## config.mk

```make
export PLATFORM = sky130hd
export DESIGN_NAME = uart_rx_deser
export DESIGN_NICKNAME = d
export VERILOG_FILES = /design/src/rtl/uart_rx_deser.sv
export SDC_FILE = /design/constraint.sdc
export NUM_CORES = 1
export LEC_CHECK = 0
export CORE_MARGIN = 5
export CORE_UTILIZATION = 45
export DETAILED_ROUTE_END_ITERATION = 10
export DONT_BUFFER_PORTS = 1
export SLEW_MARGIN = 10
export SYNTH_ARGS = -nofsm -noshare
export SYNTH_HDL_FRONTEND = slang
export SYNTH_SLANG_ARGS = --single-unit
```

## constraint.sdc

```tcl
create_clock -name clk -period 2.7 [get_ports clk]
set_clock_uncertainty 0.2 [all_clocks]
set_input_delay 0.135 -clock clk [delete_from_list [all_inputs] [get_ports clk]]
set_output_delay 0.135 -clock clk [all_outputs]
set_load 0.02 [all_outputs]
```

## src/rtl/uart_rx_deser.sv

```systemverilog
// 8N1 UART receiver: deserialises an already-synchronous rx line into bytes on a valid/ready port.
// Optional build macro UART_RX_MAJORITY_EN selects 2-of-3 majority sampling around each bit centre.
module uart_rx_deser #(
    parameter int CLK_FREQ = 100000000,
    parameter int BAUD     = 500000
) (
    input  logic       clk,
    input  logic       rst,
    input  logic       uart_rx,
    output logic [7:0] rx_data,
    output logic       rx_valid,
    input  logic       rx_ready,
    output logic       frame_err,
    output logic       overrun,
    output logic       busy
);

    localparam int CLKS_PER_BIT = CLK_FREQ / BAUD;
    localparam int HALF_BIT     = CLKS_PER_BIT / 2;
    localparam int CW           = $clog2(CLKS_PER_BIT + 1);
`ifdef UART_RX_MAJORITY_EN
    localparam int START_PT     = HALF_BIT;
`else
    localparam int START_PT     = HALF_BIT - 1;
`endif
    localparam logic [CW-1:0] START_CNT = CW'(START_PT);
    localparam logic [CW-1:0] BIT_CNT   = CW'(CLKS_PER_BIT - 1);

    typedef enum logic [1:0] {IDLE, START, DATA, STOP} state_t;

    state_t        state_q, state_d;
    logic [CW-1:0] cnt_q, cnt_d;
    logic [2:0]    bit_idx_q, bit_idx_d;
    logic [7:0]    shift_q, shift_d;
    logic          armed_q, armed_d;
    logic [7:0]    rx_data_q, rx_data_d;
    logic          rx_valid_q, rx_valid_d;
    logic          frame_err_q, frame_err_d;
    logic          overrun_q, overrun_d;
    logic          sample_bit;
    logic          at_stop;
    logic          commit;
    logic          stop_bad;

`ifdef UART_RX_MAJORITY_EN
    // Two-deep line history: at decision time it holds the nominal centre and the cycle before it.
    logic [1:0] rx_hist_q, rx_hist_d;

    always_comb begin
        rx_hist_d  = {rx_hist_q[0], uart_rx};
        sample_bit = (uart_rx & rx_hist_q[0]) | (uart_rx & rx_hist_q[1]) | (rx_hist_q[0] & rx_hist_q[1]);
    end

    always_ff @(posedge clk) begin
        if (!rst) begin
            rx_hist_q <= 2'b11;
        end else begin
            rx_hist_q <= rx_hist_d;
        end
    end
`else
    always_comb begin
        sample_bit = uart_rx;
    end
`endif

    // State register and output stage.
    always_ff @(posedge clk) begin
        if (!rst) begin
            state_q     <= IDLE;
            cnt_q       <= '0;
            bit_idx_q   <= 3'd0;
            shift_q     <= 8'h00;
            armed_q     <= 1'b0;
            rx_data_q   <= 8'h00;
            rx_valid_q  <= 1'b0;
            frame_err_q <= 1'b0;
            overrun_q   <= 1'b0;
        end else begin
            state_q     <= state_d;
            cnt_q       <= cnt_d;
            bit_idx_q   <= bit_idx_d;
            shift_q     <= shift_d;
            armed_q     <= armed_d;
            rx_data_q   <= rx_data_d;
            rx_valid_q  <= rx_valid_d;
            frame_err_q <= frame_err_d;
            overrun_q   <= overrun_d;
        end
    end

    // Next-state logic. The counter already reads 1 in the first START cycle, so in START cnt equals
    // the number of cycles since the falling edge was seen in IDLE.
    always_comb begin
        state_d   = state_q;
        cnt_d     = cnt_q + CW'(1);
        bit_idx_d = bit_idx_q;
        shift_d   = shift_q;
        armed_d   = armed_q | uart_rx;
        case (state_q)
            IDLE: begin
                cnt_d = '0;
                if (armed_q && !uart_rx) begin
                    state_d = START;
                    cnt_d   = CW'(1);
                end
            end
            START: begin
                if (cnt_q == START_CNT) begin
                    cnt_d     = '0;
                    bit_idx_d = 3'd0;
                    state_d   = sample_bit ? IDLE : DATA;
                end
            end
            DATA: begin
                if (cnt_q == BIT_CNT) begin
                    cnt_d     = '0;
                    shift_d   = {sample_bit, shift_q[7:1]};
                    bit_idx_d = bit_idx_q + 3'd1;
                    if (bit_idx_q == 3'd7) begin
                        state_d = STOP;
                    end
                end
            end
            STOP: begin
                if (cnt_q == BIT_CNT) begin
                    cnt_d   = '0;
                    state_d = IDLE;
                end
            end
            default: begin
                state_d = IDLE;
                cnt_d   = '0;
            end
        endcase
    end

    // Output decode: stop-bit decision and the byte/valid/pulse updates that follow from it.
    always_comb begin
        busy        = (state_q != IDLE);
        at_stop     = (state_q == STOP) && (cnt_q == BIT_CNT);
        commit      = at_stop && sample_bit;
        stop_bad    = at_stop && !sample_bit;
        rx_data_d   = rx_data_q;
        rx_valid_d  = rx_valid_q;
        overrun_d   = 1'b0;
        frame_err_d = stop_bad;
        if (commit) begin
            rx_data_d  = shift_q;
            rx_valid_d = 1'b1;
            overrun_d  = rx_valid_q && !rx_ready;
        end else if (rx_valid_q && rx_ready) begin
            rx_valid_d = 1'b0;
        end
    end

    assign rx_data   = rx_data_q;
    assign rx_valid  = rx_valid_q;
    assign frame_err = frame_err_q;
    assign overrun   = overrun_q;

endmodule

```

# Word level (Yosys, flattened, before mapping)
# Cells that the tools add are included.
# W data, S select, Z words.
[classes]
addsub = 2
n_eq_ne = 11
muxes = 16
n_bitwise = 1
reduce_logical = 17
[ops]
columns = ["op", "n"]
rows = [
  ["$pmux W8 S3", 1],
  ["$mux W8", 2],
  ["$mux W2", 6],
  ["$ne A2 B2 Y1 const B", 5],
  ["$add A8 B1 Y8 const B", 1],
  ["$eq A8 B7 Y1 const B", 1],
  ["$eq A8 B8 Y1 const B", 1],
  ["$pmux W2 S4", 1],
  ["$logic_and A1 B1 Y1", 6],
  ["$mux W3", 2],
  ["$pmux W3 S2", 1],
  ["$reduce_bool A2 Y1", 3],
  ["$reduce_and A5 Y1", 1],
  ["$eq A2 B2 Y1 const B", 2],
  ["$reduce_and A2 Y1", 2],
  ["$add A3 B1 Y3 const B", 1],
  ["$eq A3 B3 Y1 const B", 1],
  ["$mux W1", 3],
  ["$reduce_and A3 Y1", 1],
  ["$eq A2 B1 Y1 const B", 1],
  ["$logic_not A1 Y1", 2],
  ["$logic_not A2 Y1", 1],
  ["$reduce_or A2 Y1", 1],
  ["$or A1 B1 Y1", 1],
]
[totals]
inputBits = 4
regBits = 33

# Longest topological paths before layout
[logic_depth]
word_depth = 4
mapped_depth = 7

# Worst setup path before layout
# No wires, ideal clock.
[synth_timing]
path_kind = "register to register"
start = "register cnt_q[0]"
end = "register overrun_q (netlist: overrun)"
path_stages_with_launch = 7
arrival_ns = 1.670
setup_slack_ns = 0.752
path_buffers = 2
t_required_ns = 2.422
setup_ns = 0.078
cell_sequence = "dfxtp_1 ha_1 clkbuf_1 and4b_1 nand4_1 clkbuf_1 nor3_1"
[synth_via]
elab_chain_cells = 4
[synth_lines]
columns = ["element", "line_no", "text"]
rows = [
  ["start, declared", "32", "logic [CW-1:0] cnt_q, cnt_d;"],
  ["start signal, assigned", "81", "cnt_q <= cnt_d;"],
  ["$eq A8 B8 Y1", "141", "at_stop = (state_q == STOP) && (cnt_q == BIT_CNT);"],
  ["$logic_and A1 B1 Y1", "141", ""],
  ["$logic_and A1 B1 Y1", "142", "commit = at_stop && sample_bit;"],
  ["$reduce_and A2 Y1 (no source line)", "-", ""],
  ["end signal, assigned", "88", "overrun_q <= overrun_d;"],
  ["end, declared", "39", "logic overrun_q, overrun_d;"],
]
# Every way passes these cells.
# A chain may end at the register's enable or synchronous reset.

# Final worst setup path
[layout_timing]
start = "register cnt_q[0]"
end = "register frame_err_q (netlist: frame_err)"
[layout_via]
elab_chain_cells = 3
[layout_lines]
columns = ["element", "line_no", "text"]
rows = [
  ["$eq A8 B8 Y1", "141", ""],
  ["$logic_and A1 B1 Y1", "141", ""],
  ["$logic_and A1 B1 Y1", "143", "stop_bad = at_stop && !sample_bit;"],
  ["end signal, assigned", "87", "frame_err_q <= frame_err_d;"],
  ["end, declared", "38", "logic frame_err_q, frame_err_d;"],
]
# Every way passes these cells.

==> impl_metrics.tcl <==
set metrics [dict create \
    cp-start-kind "flop" \
    root_buffer "clkbuf_4" \
    grt-ovfl-total 0 \
    p_per_area_nw_per_um2 565 \
    yosys.area.top_type_share_pct 47.3 \
    synth_common_cells "dfxtp_1, nand3_1, o21ai_1, nand2_1, nor2_1" \
    totalWireLength_um 2630 \
    nets 165 \
    fin_setup_tns_ns 0 \
    area_growth_pct 9.76 \
    ys.flop_type "dfxtp_1" \
    min_from "shift_q[2]" \
    grt_pass1_vias 1027 \
    setup_viol 0 \
    gp_congestion 0.836 \
    rsz0062_at_grt "false" \
    top_layer_used "met4" \
    avgSynthCellArea_um2 9.02 \
    synth_area_leaders "dfxtp_1, nand3_1, o21ai_1" \
    timing.final.crit_share_pct 79.2 \
    r2r_start "cnt_q[0]" \
    route.met3.wl_um 159 \
    cp-end-kind "flop" \
    grt_use_total_pct 14.2 \
    cts_max_path_buffers 2 \
    antenna_found_initial 0 \
    die_w_um 65.7 \
    period_needed_ns 2.14 \
    hp-class "reg -> reg" \
    relSlewSlack_pct 26.6 \
    synth.distinct_cells 39 \
    ios 16 \
    grt_max_degree 34 \
    ys_warn_count 0 \
    vias_per_cell 5.25 \
    drt-initial-drc-count 34 \
    numCtsBuffers 5 \
    die_area_um2 4320 \
    slew_violations 0 \
    drc 0 \
    ir_drop_uv 334 \
    drt-met1-wl_um 1280 \
    cp.arrival_ns 2.22 \
    final_cells 202 \
    wl_met2_um 1130 \
    post-synth-top-count-cell "dfxtp_1" \
    start_util_pct 46.2 \
    worst_pin_slew_ns 1.10 \
    leakage_nw 0.541 \
    crit_type "reg -> reg" \
    drt-wirelength-per-cell_um 13.0 \
    clk_pin_slew_ns 0.10 \
    num_rows 20 \
    antennaDiodeCount 0 \
    cts_tree "yes" \
    outcome "complete, no violations" \
    yosysSeqAreaShare_pct 47.3 \
    yosys.area.top_type "dfxtp_1" \
    dp_cells 191 \
    cts_setup_buffers 0 \
    core_um2 3030 \
    port_buffers 0 \
    finalHoldWorstSlack_ns 0.271 \
    h-tree-depth 2 \
    die_height_um 65.7 \
    num_vias 1060 \
    drive_above_1_share_pct 12.0 \
    ant_nets 0 \
    max_freq_mhz 468 \
    crit_start "cnt_q[0]" \
    grt_pass1_wl_um 4640 \
    critPathMaxFanout 8 \
    ys_seq_elements 33 \
    dp_hpwl_um 1830 \
    syn_nets 162 \
    synthCells 155 \
    drv_cap 0 \
    synth-edff-count 0 \
    crit_required_ns 2.78 \
    clock_latency_ns 0.33 \
    hold_viol 0 \
    syn_area_um2 1400 \
    firstDrtPassIters 4 \
    cts_sinks 33 \
    synth-async-reset-ratio_pct 0 \
]
## area by class of cell
type	count	area (um2)
Inverter	4	15.0
Timing Repair Buffer	6	57.6
Tap cell	44	55.1
Multi-Input combinational cell	108	673
Clock inverter	2	35.0
Clock buffer	5	37.5
Fill cell	302	1490
Sequential cell	33	661
## power by group
part / switching [mW] / leakage, nW / internal (mW) / total (mW)
clock network: 0.160 / 0.0410 / 0.188 / 0.348
logic: 0.0158 / 0.234 / 0.00892 / 0.0247
registers: 0.00427 / 0.266 / 0.490 / 0.494
## worst max-delay path: stages, from the launching register on
cell           delay, ns
dfxtp_1             0.42
ha_1                0.34
and4b_1             0.29
nand3_1             0.11
nor3_1              0.16
dlygate4sd3_1       0.56
## routing by layer
metal / up-vias / GRT usage (%)
met3: 8 / 4.96
met2: 20 / 20.2
met4: 0 / 7.77
li1: 551 / -
met1: 481 / 18.6
met5: - / 0
## logic make-up (layout without fill, tap and decap cells)
kind of cell,after synthesis,in the layout,synth area share (%)
buf+inv,14,17,4.56
mux,1,1,0.716
fa+ha+maj,3,3,2.69
compound gates,28,28,12.9
simple gates,70,70,28.1
flops,33,33,47.3
xor+xnor,6,6,3.76
## cells in the final DEF (no fill, tap or decap), types with 2 or more instances in the layout
| cell | instances |
|---|---|
| dfxtp_1 | 33 |
| nor2_1 | 12 |
| and3_1 | 3 |
| nand2_1 | 12 |
| buf_4 | 2 |
| nand3_1 | 24 |
| o21ai_1 | 15 |
| clkbuf_4 | 5 |
| o21ai_2 | 2 |
| nand4b_1 | 2 |
| inv_1 | 3 |
| dlygate4sd3_1 | 3 |
| nor2b_1 | 2 |
| nor3_1 | 3 |
| xor2_1 | 4 |
| nand3_2 | 2 |
| ha_1 | 3 |
| a21oi_1 | 3 |
| xnor2_1 | 2 |
## through the flow
stage	utilization [%]	setup WS (ns)	cell area [um2]	power [mW]
after floorplan	-	0.752	1400	0.522
after global placement	46.9	0.690	1420	0.519
after detailed placement	46.9	0.617	1420	0.518
after CTS	50.6	0.214	1530	0.880
after global routing	50.7	0.323	1530	0.905
final	50.7	0.561	1530	0.867
## path summary, 6_finish.rpt
| check | to | slack [ns] | cells after the start |
|---|---|---|---|
| worst max-delay path | frame_err | 0.56 | 5 |
| worst min-delay path | shift_q[1] | 0.27 | 2 |
| worst max register to register | frame_err | 0.56 | 5 |
| worst min register to register | shift_q[1] | 0.27 | 2 |
## timing repair
action,CTS,global route
hold buffers,4,0
setup endpoints to repair,0,1
endpoints found under the hold margin,28,0
resized for setup,0,1
## flip-flops by register name, indices dropped and copies added (netlist names), named ones only
name and flops:
cnt_q 8, state_q 1, bit_idx_q 3, shift_q 8, rx_data 8, rx_valid 1, frame_err 1, armed_q 1
overrun 1
(Power assumes the default switching activity.)
